### config.mk
export PLATFORM = sky130hd
export DESIGN_NAME = fetch_queue_flat
export DESIGN_NICKNAME = d
export VERILOG_FILES = /design/src/rtl/fetch_queue_if.sv /design/src/rtl/fetch_queue.sv /design/src/flat_wrapper.sv
export SDC_FILE = /design/constraint.sdc
export NUM_CORES = 1
export LEC_CHECK = 0
export CORE_MARGIN = 2
export CORE_UTILIZATION = 50
export CTS_CLUSTER_SIZE = 12
export DETAILED_ROUTE_END_ITERATION = 6
export PLACE_DENSITY_LB_ADDON = 0.3
export RECOVER_POWER = 100
export SLEW_MARGIN = 40
export SYNTH_ARGS = -nofsm -noshare
export SYNTH_HDL_FRONTEND = slang
export SYNTH_SLANG_ARGS = --single-unit
### constraint.sdc
create_clock -name clk -period 9.5 [get_ports clk]
set_clock_uncertainty 0.05 [all_clocks]
set_input_delay 1.9 -clock clk [delete_from_list [all_inputs] [get_ports clk]]
set_output_delay 1.9 -clock clk [all_outputs]
set_load 0.01 [all_outputs]
### src/rtl/fetch_queue_if.sv
// fetch_queue_if: groups the redirect, memory request/response and
// instruction delivery signals of the fetch stage.
// master = fetch_queue side, slave = surrounding datapath / memory side.
// With FETCH_MISALIGN_TRAP_EN defined the misaligned-redirect fault
// outputs are added.
interface fetch_queue_if;
    logic        redirect_valid;
    logic [31:0] redirect_pc;
    logic        mem_req_valid;
    logic        mem_req_ready;
    logic [31:0] mem_req_addr;
    logic        mem_resp_valid;
    logic [31:0] mem_resp_data;
    logic        instr_valid;
    logic        instr_ready;
    logic [31:0] instr_out;
    logic [31:0] instr_pc;
`ifdef FETCH_MISALIGN_TRAP_EN
    logic        misaligned_fault;
    logic [31:0] fault_pc;

    modport master (
        input  redirect_valid, redirect_pc,
        output mem_req_valid, mem_req_addr,
        input  mem_req_ready,
        input  mem_resp_valid, mem_resp_data,
        output instr_valid, instr_out, instr_pc,
        input  instr_ready,
        output misaligned_fault, fault_pc
    );

    modport slave (
        output redirect_valid, redirect_pc,
        input  mem_req_valid, mem_req_addr,
        output mem_req_ready,
        output mem_resp_valid, mem_resp_data,
        input  instr_valid, instr_out, instr_pc,
        output instr_ready,
        input  misaligned_fault, fault_pc
    );
`else
    modport master (
        input  redirect_valid, redirect_pc,
        output mem_req_valid, mem_req_addr,
        input  mem_req_ready,
        input  mem_resp_valid, mem_resp_data,
        output instr_valid, instr_out, instr_pc,
        input  instr_ready
    );

    modport slave (
        output redirect_valid, redirect_pc,
        input  mem_req_valid, mem_req_addr,
        output mem_req_ready,
        output mem_resp_valid, mem_resp_data,
        input  instr_valid, instr_out, instr_pc,
        output instr_ready
    );
`endif
endinterface

### src/rtl/fetch_queue.sv
// fetch_queue: instruction fetch stage. Owns the fetch PC, issues in-order
// word requests, buffers returned words with their PCs in a DEPTH-entry
// FIFO and hands {instruction, pc} to the execute stage. Redirects flush
// the queue and drop responses still in flight.
// Optional feature macro: FETCH_MISALIGN_TRAP_EN (trap on misaligned
// redirect targets instead of silently clearing the low address bits).
module fetch_queue #(
    parameter int unsigned DEPTH    = 2,
    parameter logic [31:0] RESET_PC = 32'h0000_0000
) (
    input  logic          clk,
    input  logic          reset,
    fetch_queue_if.master bus
);

    localparam int unsigned AW = (DEPTH > 1) ? $clog2(DEPTH) : 1;
    localparam int unsigned CW = AW + 1;
    localparam int unsigned SW = CW + 1;

    typedef enum logic [1:0] {
        BOOT  = 2'd0,
        RUN   = 2'd1,
        FLUSH = 2'd2,
        HALT  = 2'd3
    } state_t;

    state_t        state_q, state_d;
    logic [31:0]   fetch_pc_q, fetch_pc_d;
    logic [CW-1:0] out_q, out_d;
    logic [CW-1:0] cnt_q, cnt_d;
    logic [AW-1:0] wr_q, wr_d, rd_q, rd_d;
    logic [AW-1:0] twr_q, twr_d, trd_q, trd_d;
    logic          req_valid_q, req_valid_d;
    logic          instr_valid_q, instr_valid_d;
    logic [31:0]   instr_out_q, instr_out_d;
    logic [31:0]   instr_pc_q, instr_pc_d;
`ifdef FETCH_MISALIGN_TRAP_EN
    logic          fault_q, fault_d;
    logic [31:0]   fault_pc_q, fault_pc_d;
`endif

    // Instruction FIFO ({data, pc}) and tag FIFO of issued addresses.
    logic [31:0]   data_mem [DEPTH];
    logic [31:0]   pc_mem   [DEPTH];
    logic [31:0]   tag_mem  [DEPTH];

    logic          req_fire;
    logic          resp_fire;
    logic          push;
    logic          pop;
    logic [SW-1:0] credit_used;

    // Next-state logic: FSM, counters, pointers and the registered head.
    always_comb begin
        req_fire   = req_valid_q & bus.mem_req_ready;
        // A response can only exist for an accepted request.
        resp_fire  = bus.mem_resp_valid & (out_q != '0);
        push       = 1'b0;
        pop        = 1'b0;
        state_d    = state_q;
        fetch_pc_d = fetch_pc_q;
        // In-flight bookkeeping holds in every state, including the
        // redirect cycle: a request accepted now is still owed a response.
        out_d      = out_q + CW'(req_fire) - CW'(resp_fire);
        cnt_d      = cnt_q;
        wr_d       = wr_q;
        rd_d       = rd_q;
        twr_d      = twr_q;
        trd_d      = trd_q;
`ifdef FETCH_MISALIGN_TRAP_EN
        fault_d    = fault_q;
        fault_pc_d = fault_pc_q;
`endif

        if (bus.redirect_valid) begin
            // Old stream is void: queued words, tags and any pop this cycle.
            cnt_d = '0;
            wr_d  = '0;
            rd_d  = '0;
            twr_d = '0;
            trd_d = '0;
`ifdef FETCH_MISALIGN_TRAP_EN
            if (bus.redirect_pc[1:0] != 2'b00) begin
                state_d    = HALT;
                fault_d    = 1'b1;
                fault_pc_d = bus.redirect_pc;
            end else begin
                fault_d    = 1'b0;
                fetch_pc_d = bus.redirect_pc & ~32'h3;
                state_d    = (out_d != '0) ? FLUSH : RUN;
            end
`else
            fetch_pc_d = bus.redirect_pc & ~32'h3;
            state_d    = (out_d != '0) ? FLUSH : RUN;
`endif
        end else begin
            case (state_q)
                BOOT: state_d = RUN;
                RUN: begin
                    if (req_fire) begin
                        fetch_pc_d = fetch_pc_q + 32'd4;
                        twr_d      = twr_q + AW'(1);
                    end
                    if (resp_fire) begin
                        push  = 1'b1;
                        wr_d  = wr_q + AW'(1);
                        trd_d = trd_q + AW'(1);
                    end
                    pop = instr_valid_q & bus.instr_ready;
                    if (pop) begin
                        rd_d = rd_q + AW'(1);
                    end
                    cnt_d = cnt_q + CW'(push) - CW'(pop);
                end
                FLUSH: begin
                    if (out_d == '0) begin
                        state_d = RUN;
                    end
                end
                default: state_d = state_q;
            endcase
        end

        // Credit rule: never more words owed plus buffered than FIFO slots.
        credit_used   = SW'(out_d) + SW'(cnt_d);
        req_valid_d   = (state_d == RUN) && (credit_used < SW'(DEPTH));
        instr_valid_d = (cnt_d != '0);

        // Head after this edge: the word being written if it lands at the
        // read pointer (FIFO empty after any pop), otherwise stored entry.
        instr_out_d = '0;
        instr_pc_d  = '0;
        if (cnt_d != '0) begin
            if (push && (wr_q == rd_d)) begin
                instr_out_d = bus.mem_resp_data;
                instr_pc_d  = tag_mem[trd_q];
            end else begin
                instr_out_d = data_mem[rd_d];
                instr_pc_d  = pc_mem[rd_d];
            end
        end
    end

    // Control and output registers with synchronous active-low reset.
    always_ff @(posedge clk) begin
        if (!reset) begin
            state_q       <= BOOT;
            fetch_pc_q    <= RESET_PC;
            out_q         <= '0;
            cnt_q         <= '0;
            wr_q          <= '0;
            rd_q          <= '0;
            twr_q         <= '0;
            trd_q         <= '0;
            req_valid_q   <= 1'b0;
            instr_valid_q <= 1'b0;
            instr_out_q   <= '0;
            instr_pc_q    <= '0;
`ifdef FETCH_MISALIGN_TRAP_EN
            fault_q       <= 1'b0;
            fault_pc_q    <= '0;
`endif
        end else begin
            state_q       <= state_d;
            fetch_pc_q    <= fetch_pc_d;
            out_q         <= out_d;
            cnt_q         <= cnt_d;
            wr_q          <= wr_d;
            rd_q          <= rd_d;
            twr_q         <= twr_d;
            trd_q         <= trd_d;
            req_valid_q   <= req_valid_d;
            instr_valid_q <= instr_valid_d;
            instr_out_q   <= instr_out_d;
            instr_pc_q    <= instr_pc_d;
`ifdef FETCH_MISALIGN_TRAP_EN
            fault_q       <= fault_d;
            fault_pc_q    <= fault_pc_d;
`endif
        end
    end

    // FIFO payload storage; validity is tracked by the pointers above.
    always_ff @(posedge clk) begin
        if (push) begin
            data_mem[wr_q] <= bus.mem_resp_data;
            pc_mem[wr_q]   <= tag_mem[trd_q];
        end
        if (req_fire) begin
            tag_mem[twr_q] <= fetch_pc_q;
        end
    end

    assign bus.mem_req_valid = req_valid_q;
    assign bus.mem_req_addr  = fetch_pc_q;
    assign bus.instr_valid   = instr_valid_q;
    assign bus.instr_out     = instr_out_q;
    assign bus.instr_pc      = instr_pc_q;
`ifdef FETCH_MISALIGN_TRAP_EN
    assign bus.misaligned_fault = fault_q;
    assign bus.fault_pc         = fault_pc_q;
`endif

endmodule

### src/flat_wrapper.sv
// flat-port wrapper written by rule: the top's interface ports become plain ports
module fetch_queue_flat 
#(
    parameter int unsigned DEPTH    = 2,
    parameter logic [31:0] RESET_PC = 32'h0000_0000
)
  (clk, reset, bus_redirect_valid, bus_redirect_pc, bus_mem_req_valid, bus_mem_req_addr, bus_mem_req_ready, bus_mem_resp_valid, bus_mem_resp_data, bus_instr_valid, bus_instr_out, bus_instr_pc, bus_instr_ready);
  fetch_queue_if bus_i ();
  input  logic clk;
  input  logic reset;
  input wire logic [$bits(bus_i.redirect_valid)-1:0] bus_redirect_valid;
  input wire logic [$bits(bus_i.redirect_pc)-1:0] bus_redirect_pc;
  output wire logic [$bits(bus_i.mem_req_valid)-1:0] bus_mem_req_valid;
  output wire logic [$bits(bus_i.mem_req_addr)-1:0] bus_mem_req_addr;
  input wire logic [$bits(bus_i.mem_req_ready)-1:0] bus_mem_req_ready;
  input wire logic [$bits(bus_i.mem_resp_valid)-1:0] bus_mem_resp_valid;
  input wire logic [$bits(bus_i.mem_resp_data)-1:0] bus_mem_resp_data;
  output wire logic [$bits(bus_i.instr_valid)-1:0] bus_instr_valid;
  output wire logic [$bits(bus_i.instr_out)-1:0] bus_instr_out;
  output wire logic [$bits(bus_i.instr_pc)-1:0] bus_instr_pc;
  input wire logic [$bits(bus_i.instr_ready)-1:0] bus_instr_ready;
  assign bus_i.redirect_valid = bus_redirect_valid;
  assign bus_i.redirect_pc = bus_redirect_pc;
  assign bus_mem_req_valid = bus_i.mem_req_valid;
  assign bus_mem_req_addr = bus_i.mem_req_addr;
  assign bus_i.mem_req_ready = bus_mem_req_ready;
  assign bus_i.mem_resp_valid = bus_mem_resp_valid;
  assign bus_i.mem_resp_data = bus_mem_resp_data;
  assign bus_instr_valid = bus_i.instr_valid;
  assign bus_instr_out = bus_i.instr_out;
  assign bus_instr_pc = bus_i.instr_pc;
  assign bus_i.instr_ready = bus_instr_ready;
  fetch_queue #(.DEPTH(DEPTH), .RESET_PC(RESET_PC)) u_core (.clk(clk), .reset(reset), .bus(bus_i));
endmodule
==> key figures <==
Route
  • Via density: 6.087
  • Drt total wl: 27.24 mm
  • Vias: 8053
  • Routed len/inst: 20.59 um
  • Antenna Violating Nets Remaining: 0
  • Residual DRC count: 0
  • DRT iter0 DRCs: 674
  • Pre-Repair DR Iteration Count: 5

Clock tree
  • # hold bufs at CTS: 0
  • CTS clock-pin slew for the worst setup and hold paths: 0.06 ns
  • CTS Buf Count: 29
  • Clk Latency, worst-skew pair: 0.55 ns
  • Clock root cell: clkbuf_16
  • Post-CTS Setup Repair Bufs: 0
  • Num Clock Sinks: 289
  • CTS tree: built
  • Clock Tree Buf Depth: 3
  • H-tree depth: 1
  • Post-CTS Resized: 0

Cells and area
  • Share of layout cells above drive strength 1: 0.05111
  • Final Cell Area: 0.01397 sq mm
  • Layout Cells excl Fill: 1323
  • Final design utilization: 0.6229
  • Nets: 1091
  • Area Growth Syn to Fin: 23.13%

Power
  • Total Power: 2.919 mW
  • Pwr per Cell Area: 208.9 mW/mm^2
  • Leak pwr: 4.719 nW
  • Maximum vdd drop: 0.1333 mV

Critical path
  • Reg2Reg Setup Slack: 4.66 ns
  • Kind of critical path: input port to register
  • CP most frequent cell: clkbuf_1
  • CP max-delay cell: clkbuf_1
  • Setup crit start: bus_redirect_valid
  • Register-to-Register Path Depth: 9
  • Worst path bufs/invs: 4
  • Reg-to-Reg Start: u_core.bus.instr_valid
  • Stages on the worst setup path: 8
  • Worst EP required: 9.88 ns
  • Crit-path cells: buf_2 -> buf_4 -> clkbuf_1 -> nand2b_1 -> a221oi_4 -> clkbuf_1 -> o31ai_1 -> a31oi_1
  • Data arrival time of the worst path: 7.00 ns
  • Startpoint types: input port
  • CP max FO: 63
  • CP endpoint: u_core.bus.instr_pc[20]
  • Setup crit end kind: register
  • Worst path max stage delay: 2.32 ns
  • Critical path's top delay family: buffers and inverters
  • Reg-to-Reg End: u_core.bus.instr_pc[20]

Yosys
  • Largest cells by area after synthesis: edfxtp_1 49%, dfxtp_1 19%, o31ai_1 4.7%, a31oi_1 4.2%, o21ai_0 3.9%
  • Mapped Cells: 882
  • Synth top area share: 0.4869
  • Post-Syn Area: 0.01135 sq mm
  • Seq/Total Area, Yosys: 0.6721
  • Number of synthesized flops with an enable pin: 184
  • Avg Inst Size Synth: 12.87 sq um
  • Library cells used by synthesis: 47
  • Area leader, netlist: edfxtp_1
  • FF+latch count, synth: 289
  • Yosys warns: 0
  • Async S/R FF share, synth: 0
  • Synth top cells by count: 184 x edfxtp_1, 105 x dfxtp_1, 88 x o21ai_0
  • Top FF cell, synth: edfxtp_1
  • Count leader, synth: edfxtp_1

Status
  • Failing checks: capacitance limit, slew limit
  • Outcome: complete, but fails checks

Timing
  • Period minus WS final: 6.615 ns
  • Finish-stage setup viols: 0
  • Final Slew Violations: 303
  • RSZ-0062 raised after global routing: no
  • Max-slew headroom: -1.524
  • Worst setup margin: 2.885 ns
  • Setup_tns: 0 ns
  • Final period util: 0.6963
  • Measured slew at the worst slew-check pin: 3.785 ns
  • Max frequency: 0.1512 GHz
  • Hold_ws: 0.4692 ns
  • Final Hold Viols: 0

Global route
  • Total congestion overflow: 0
  • GR Util All Layers: 0.2261
  • Antenna violations before repair: 1
  • Vias in the first global route: 8037
  • Largest net degree at the start of global routing: 65
  • First-pass GRT wire length: 43.10 mm

Floorplanning
  • Effective utilization at floorplan: 0.5059
  • IO Pins: 168
  • Die area: 0.02392 sq mm
  • Core Box Area: 0.02243 sq mm
  • Die width: 154.7 um
  • # rows: 55
  • Chip Height: 154.7 um

Job
  • Max-cap check violation count: 7

Placement
  • Post-DP HPWL: 15.61 mm
  • IO Port Bufs: 161
  • Placed Cells: 1269
  • Placed inst area: 0.01319 sq mm
  • Final RePlAce weighted congestion: 0.8543
  • Pre-CTS setup slack: 4.166 ns

Worst hold path
  • Hold crit path type: register to register
  • Hold Path Depth: 2
==> power by group <==
group	total [mW]	internal [mW]	switching [mW]
clock network	1.02	0.583	0.440
registers	1.49	1.43	0.0525
logic	0.409	0.175	0.234
==> layout make-up <==
type                    instances  area (sq um)
clock buffers                  49         820.8
well taps                     285         356.6
repair buffers                176          1693
multi-input cells             510          3413
fillers                      1726          8461
flip-flops and latches        289          7627
clock inverters                 4         21.27
diodes                          1         2.502
inverters                       9         38.79
==> worst min-delay path: stages, from the launching register on <==
cell and delay [ns]:
dfxtp_1 0.32, xnor2_1 0.09, nor2_1 0.08
==> worst min-delay path by stage <==
stage,endpoint,slack (ns),from
floorplan,register,0.43,u_core.trd_q
finish,register,0.47,u_core.trd_q
global route,u_core.trd_q,0.51,u_core.trd_q
detailed placement,register,0.45,u_core.trd_q
CTS,register,0.47,u_core.trd_q
global placement,u_core.trd_q,0.45,u_core.trd_q
==> state kept, by name (all words and copies together) (netlist names), named ones only <==
name / flops
u_core.pc_mem: 60
u_core.bus.mem_req_addr: 30
u_core.tag_mem: 60
u_core.bus.instr_out: 32
u_core.data_mem: 64
u_core.bus.instr_valid: 1
u_core.cnt_q: 2
u_core.state_q: 2
u_core.rd_q: 1
u_core.twr_q: 1
u_core.out_q: 2
u_core.trd_q: 1
u_core.wr_q: 1
u_core.bus.instr_pc: 30
u_core.bus.mem_req_valid: 1
==> cells in the final DEF, fill, tap and decap left out, drive strengths merged, types with 16 or more instances in the layout <==
cell	synthesis	layout
edfxtp	184	184
dlygate4sd3	0	128
dfxtp	105	105
o21ai	88	88
nand3	80	80
a31oi	76	76
o31ai	71	71
clkbuf	57	56
clkdlybuf4s50	0	32
mux2	30	30
nor2	16	16
nand4	16	16
==> metal layers <==
layer	vias to the layer above	global-route usage	wire (um)
met5	-	0	0
met4	0	0.07407	411
met3	38	0.03334	2216
met2	391	0.3671	13110
met1	3919	0.3159	11500
li1	3705	-	-
==> logic make-up (layout without fill, tap and decap cells) <==
group                      count (synthesis)  after routing  share of synthesized area
AOI/OAI and AO/OA                        259            259                     0.1455
xor gates and xnor gates                  20             20                    0.01907
adders and majority gates                  6              6                   0.007277
buffers and inverters                     86            238                    0.03175
DFF                                      289            289                     0.6721
muxes                                     31             31                    0.03065
other                                      1              5                  0.0003304
and+or+nand+nor                          190            190                    0.09327
No activity file was read; power rests on OpenSTA's default activity.
==> RTL edit: new RTL, same settings <==
`DEPTH` is set to 2 in 2 places; all go to 8.
--- a/src/rtl/fetch_queue.sv
+++ b/src/rtl/fetch_queue.sv
@@ -5,7 +5,7 @@
 // Optional feature macro: FETCH_MISALIGN_TRAP_EN (trap on misaligned
 // redirect targets instead of silently clearing the low address bits).
 module fetch_queue #(
-    parameter int unsigned DEPTH    = 2,
+    parameter int unsigned DEPTH    = 8,
     parameter logic [31:0] RESET_PC = 32'h0000_0000
 ) (
     input  logic          clk,
--- a/src/flat_wrapper.sv
+++ b/src/flat_wrapper.sv
@@ -1,7 +1,7 @@
 // flat-port wrapper written by rule: the top's interface ports become plain ports
 module fetch_queue_flat 
 #(
-    parameter int unsigned DEPTH    = 2,
+    parameter int unsigned DEPTH    = 8,
     parameter logic [31:0] RESET_PC = 32'h0000_0000
 )
   (clk, reset, bus_redirect_valid, bus_redirect_pc, bus_mem_req_valid, bus_mem_req_addr, bus_mem_req_ready, bus_mem_resp_valid, bus_mem_resp_data, bus_instr_valid, bus_instr_out, bus_instr_pc, bus_instr_ready);
Check against the original RTL: not equivalent (Yosys sat finds a counterexample within 4 cycles, from zero or initial values and one cycle with reset low).
==> RTL edit against the unedited design <==
- the flow still finishes with violations (capacitance limit, slew limit)
- final area grew to 2.7 times the old value
- wire length grew to 2.7 times the old value
- worst setup slack lost 0.21 ns
- clock power grew to 3.1 times the old value
- total power rose to 2.7 times the old value
- sequential cell count up 566
- via count grew 130%
- synthesized area grew to 2.9 times the old value
- highest routed layer is now met5
==> RTL edit: results (changes against the unedited design) <==
qor: run_status.status finished, violations left [unchanged]
qor: run_status.failed_checks capacitance limit, slew limit [unchanged]
qor: setup_path.timing.critical_path.slowest_cell_delay 2.16 ns [was 2.32 ns]
qor: synth.synth_top_cells_by_count sky130_fd_sc_hd__edfxtp_1, sky130_fd_sc_hd__nand2_1, sky130_fd_sc_hd__a21oi_1, sky130_fd_sc_hd__nand3_1, sky130_fd_sc_hd__dfxtp_1 [was sky130_fd_sc_hd__edfxtp_1, sky130_fd_sc_hd__dfxtp_1, sky130_fd_sc_hd__o21ai_0]
qor: placed_design.placed_instances 3,044 [was 1,269]
qor: cts.cts_buffers 87 [was 29]
qor: pwr.p_int 6.22 mW [was 2.19 mW]
qor: setup_path.arrival 7.28 ns [was 7.00 ns]
qor: routing.post_drt_via_cell_ratio 5.74 [was 6.09]
qor: synth.syn_area_per_cell 15.7 um2 [was 12.9 um2]
qor: routing.wirelength_routed 73,600 um [was 27,200 um]
qor: synth.yosys.area_share.xor_xnor 0.0111 [was 0.0191]
qor: grt.initial_antenna_violation_count 3 [was 1]
qor: timing.drv_slew 671 [was 303]
qor: synth.synth.mux.area_fraction 0.0946 [was 0.0307]
qor: routing.detailedRoute.firstIterationViolations 1,536 [was 674]
qor: final_layout.finalNetCount 2,359 [was 1,091]
qor: placed_design.routabilityCongestion 0.749 [was 0.854]
qor: final_layout.number_of_fillers_in_the_final_layout 4,800 [was 1,726]
qor: grt.grt_first_pass_wirelength 111,000 um [was 43,100 um]
qor: pwr.seq-power 4.25 mW [was 1.49 mW]
qor: setup_path.critical_path_peak_fanout 54 [was 63]
qor: pwr.share_comb_of_total_power 0.072 [was 0.140]
qor: pwr.max-vdd-ir-drop 0.129 mV [was 0.133 mV]
qor: flow_run.max_cap_viol_count 22 [was 7]
qor: synth.yosys.area_share.adder 0.00766 [was 0.00728]
qor: synth.top_post_synthesis_cells_by_area sky130_fd_sc_hd__edfxtp_1, sky130_fd_sc_hd__dfxtp_1, sky130_fd_sc_hd__mux4_2 [was sky130_fd_sc_hd__edfxtp_1, sky130_fd_sc_hd__dfxtp_1, sky130_fd_sc_hd__o31ai_1]
qor: worst_hold_path.hp-start u_core.twr_q[2] [was u_core.trd_q]
qor: synth.ys_types 56 [was 47]
qor: grt.grt_max_degree 66 [was 65]
qor: synth.synth_compound_gate_area_share 0.0517 [was 0.146]
==> RTL edit: cell types whose count changed after synthesis, moves of 59 or more <==
cell                       delta
sky130_fd_sc_hd__mux4_2      +92
sky130_fd_sc_hd__a21oi_1    +133
sky130_fd_sc_hd__mux2i_1     +65
sky130_fd_sc_hd__o31ai_1     -71
sky130_fd_sc_hd__nand2_1    +266
sky130_fd_sc_hd__nand3_1     +59
sky130_fd_sc_hd__edfxtp_1   +552
==> RTL edit: worst paths after layout <==
| path | to | slack [ns] | depth (start not counted) |
|---|---|---|---|
| setup reg to reg | u_core.bus.instr_pc[22] | 4.12 | 5 |
| hold / removal | u_core.twr_q[2] | 0.48 | 2 |
| setup / recovery | u_core.bus.instr_out[18] | 2.68 | 8 |
| hold reg to reg | u_core.twr_q[2] | 0.48 | 2 |
==> RTL edit: stage by stage <==
step           worst slack, ns  instance area, um2  total power, mW
3_5_place_dp              3.89               35800             4.92
6_report                  2.68               38200             7.95
2_1_floorplan             2.06               33000             4.65
4_1_cts                   4.55               38400             8.04
3_3_place_gp              3.92               35600             4.90
5_1_grt                   2.25               38200             8.22
==> RTL edit: layer usage <==
metal / routed length (um) / track usage
met4: 1570 / 0.0668
met1: 29800 / 0.279
met3: 4440 / 0.0389
met5: 27 / 0
met2: 37800 / 0.380
==> RTL edit: layout make-up <==
class / instances / area (um2) / share of cell area
Tap cell: 864 / 1080 / 0.0283
Inverter: 16 / 60.1 / 0.00157
Clock inverter: 16 / 109 / 0.00285
Sequential cell: 855 / 24500 / 0.641
Clock buffer: 143 / 2500 / 0.0654
Antenna cell: 2 / 5.00 / 0.000131
Multi-Input combinational cell: 1102 / 7980 / 0.209
Timing Repair Buffer: 208 / 1960 / 0.0514
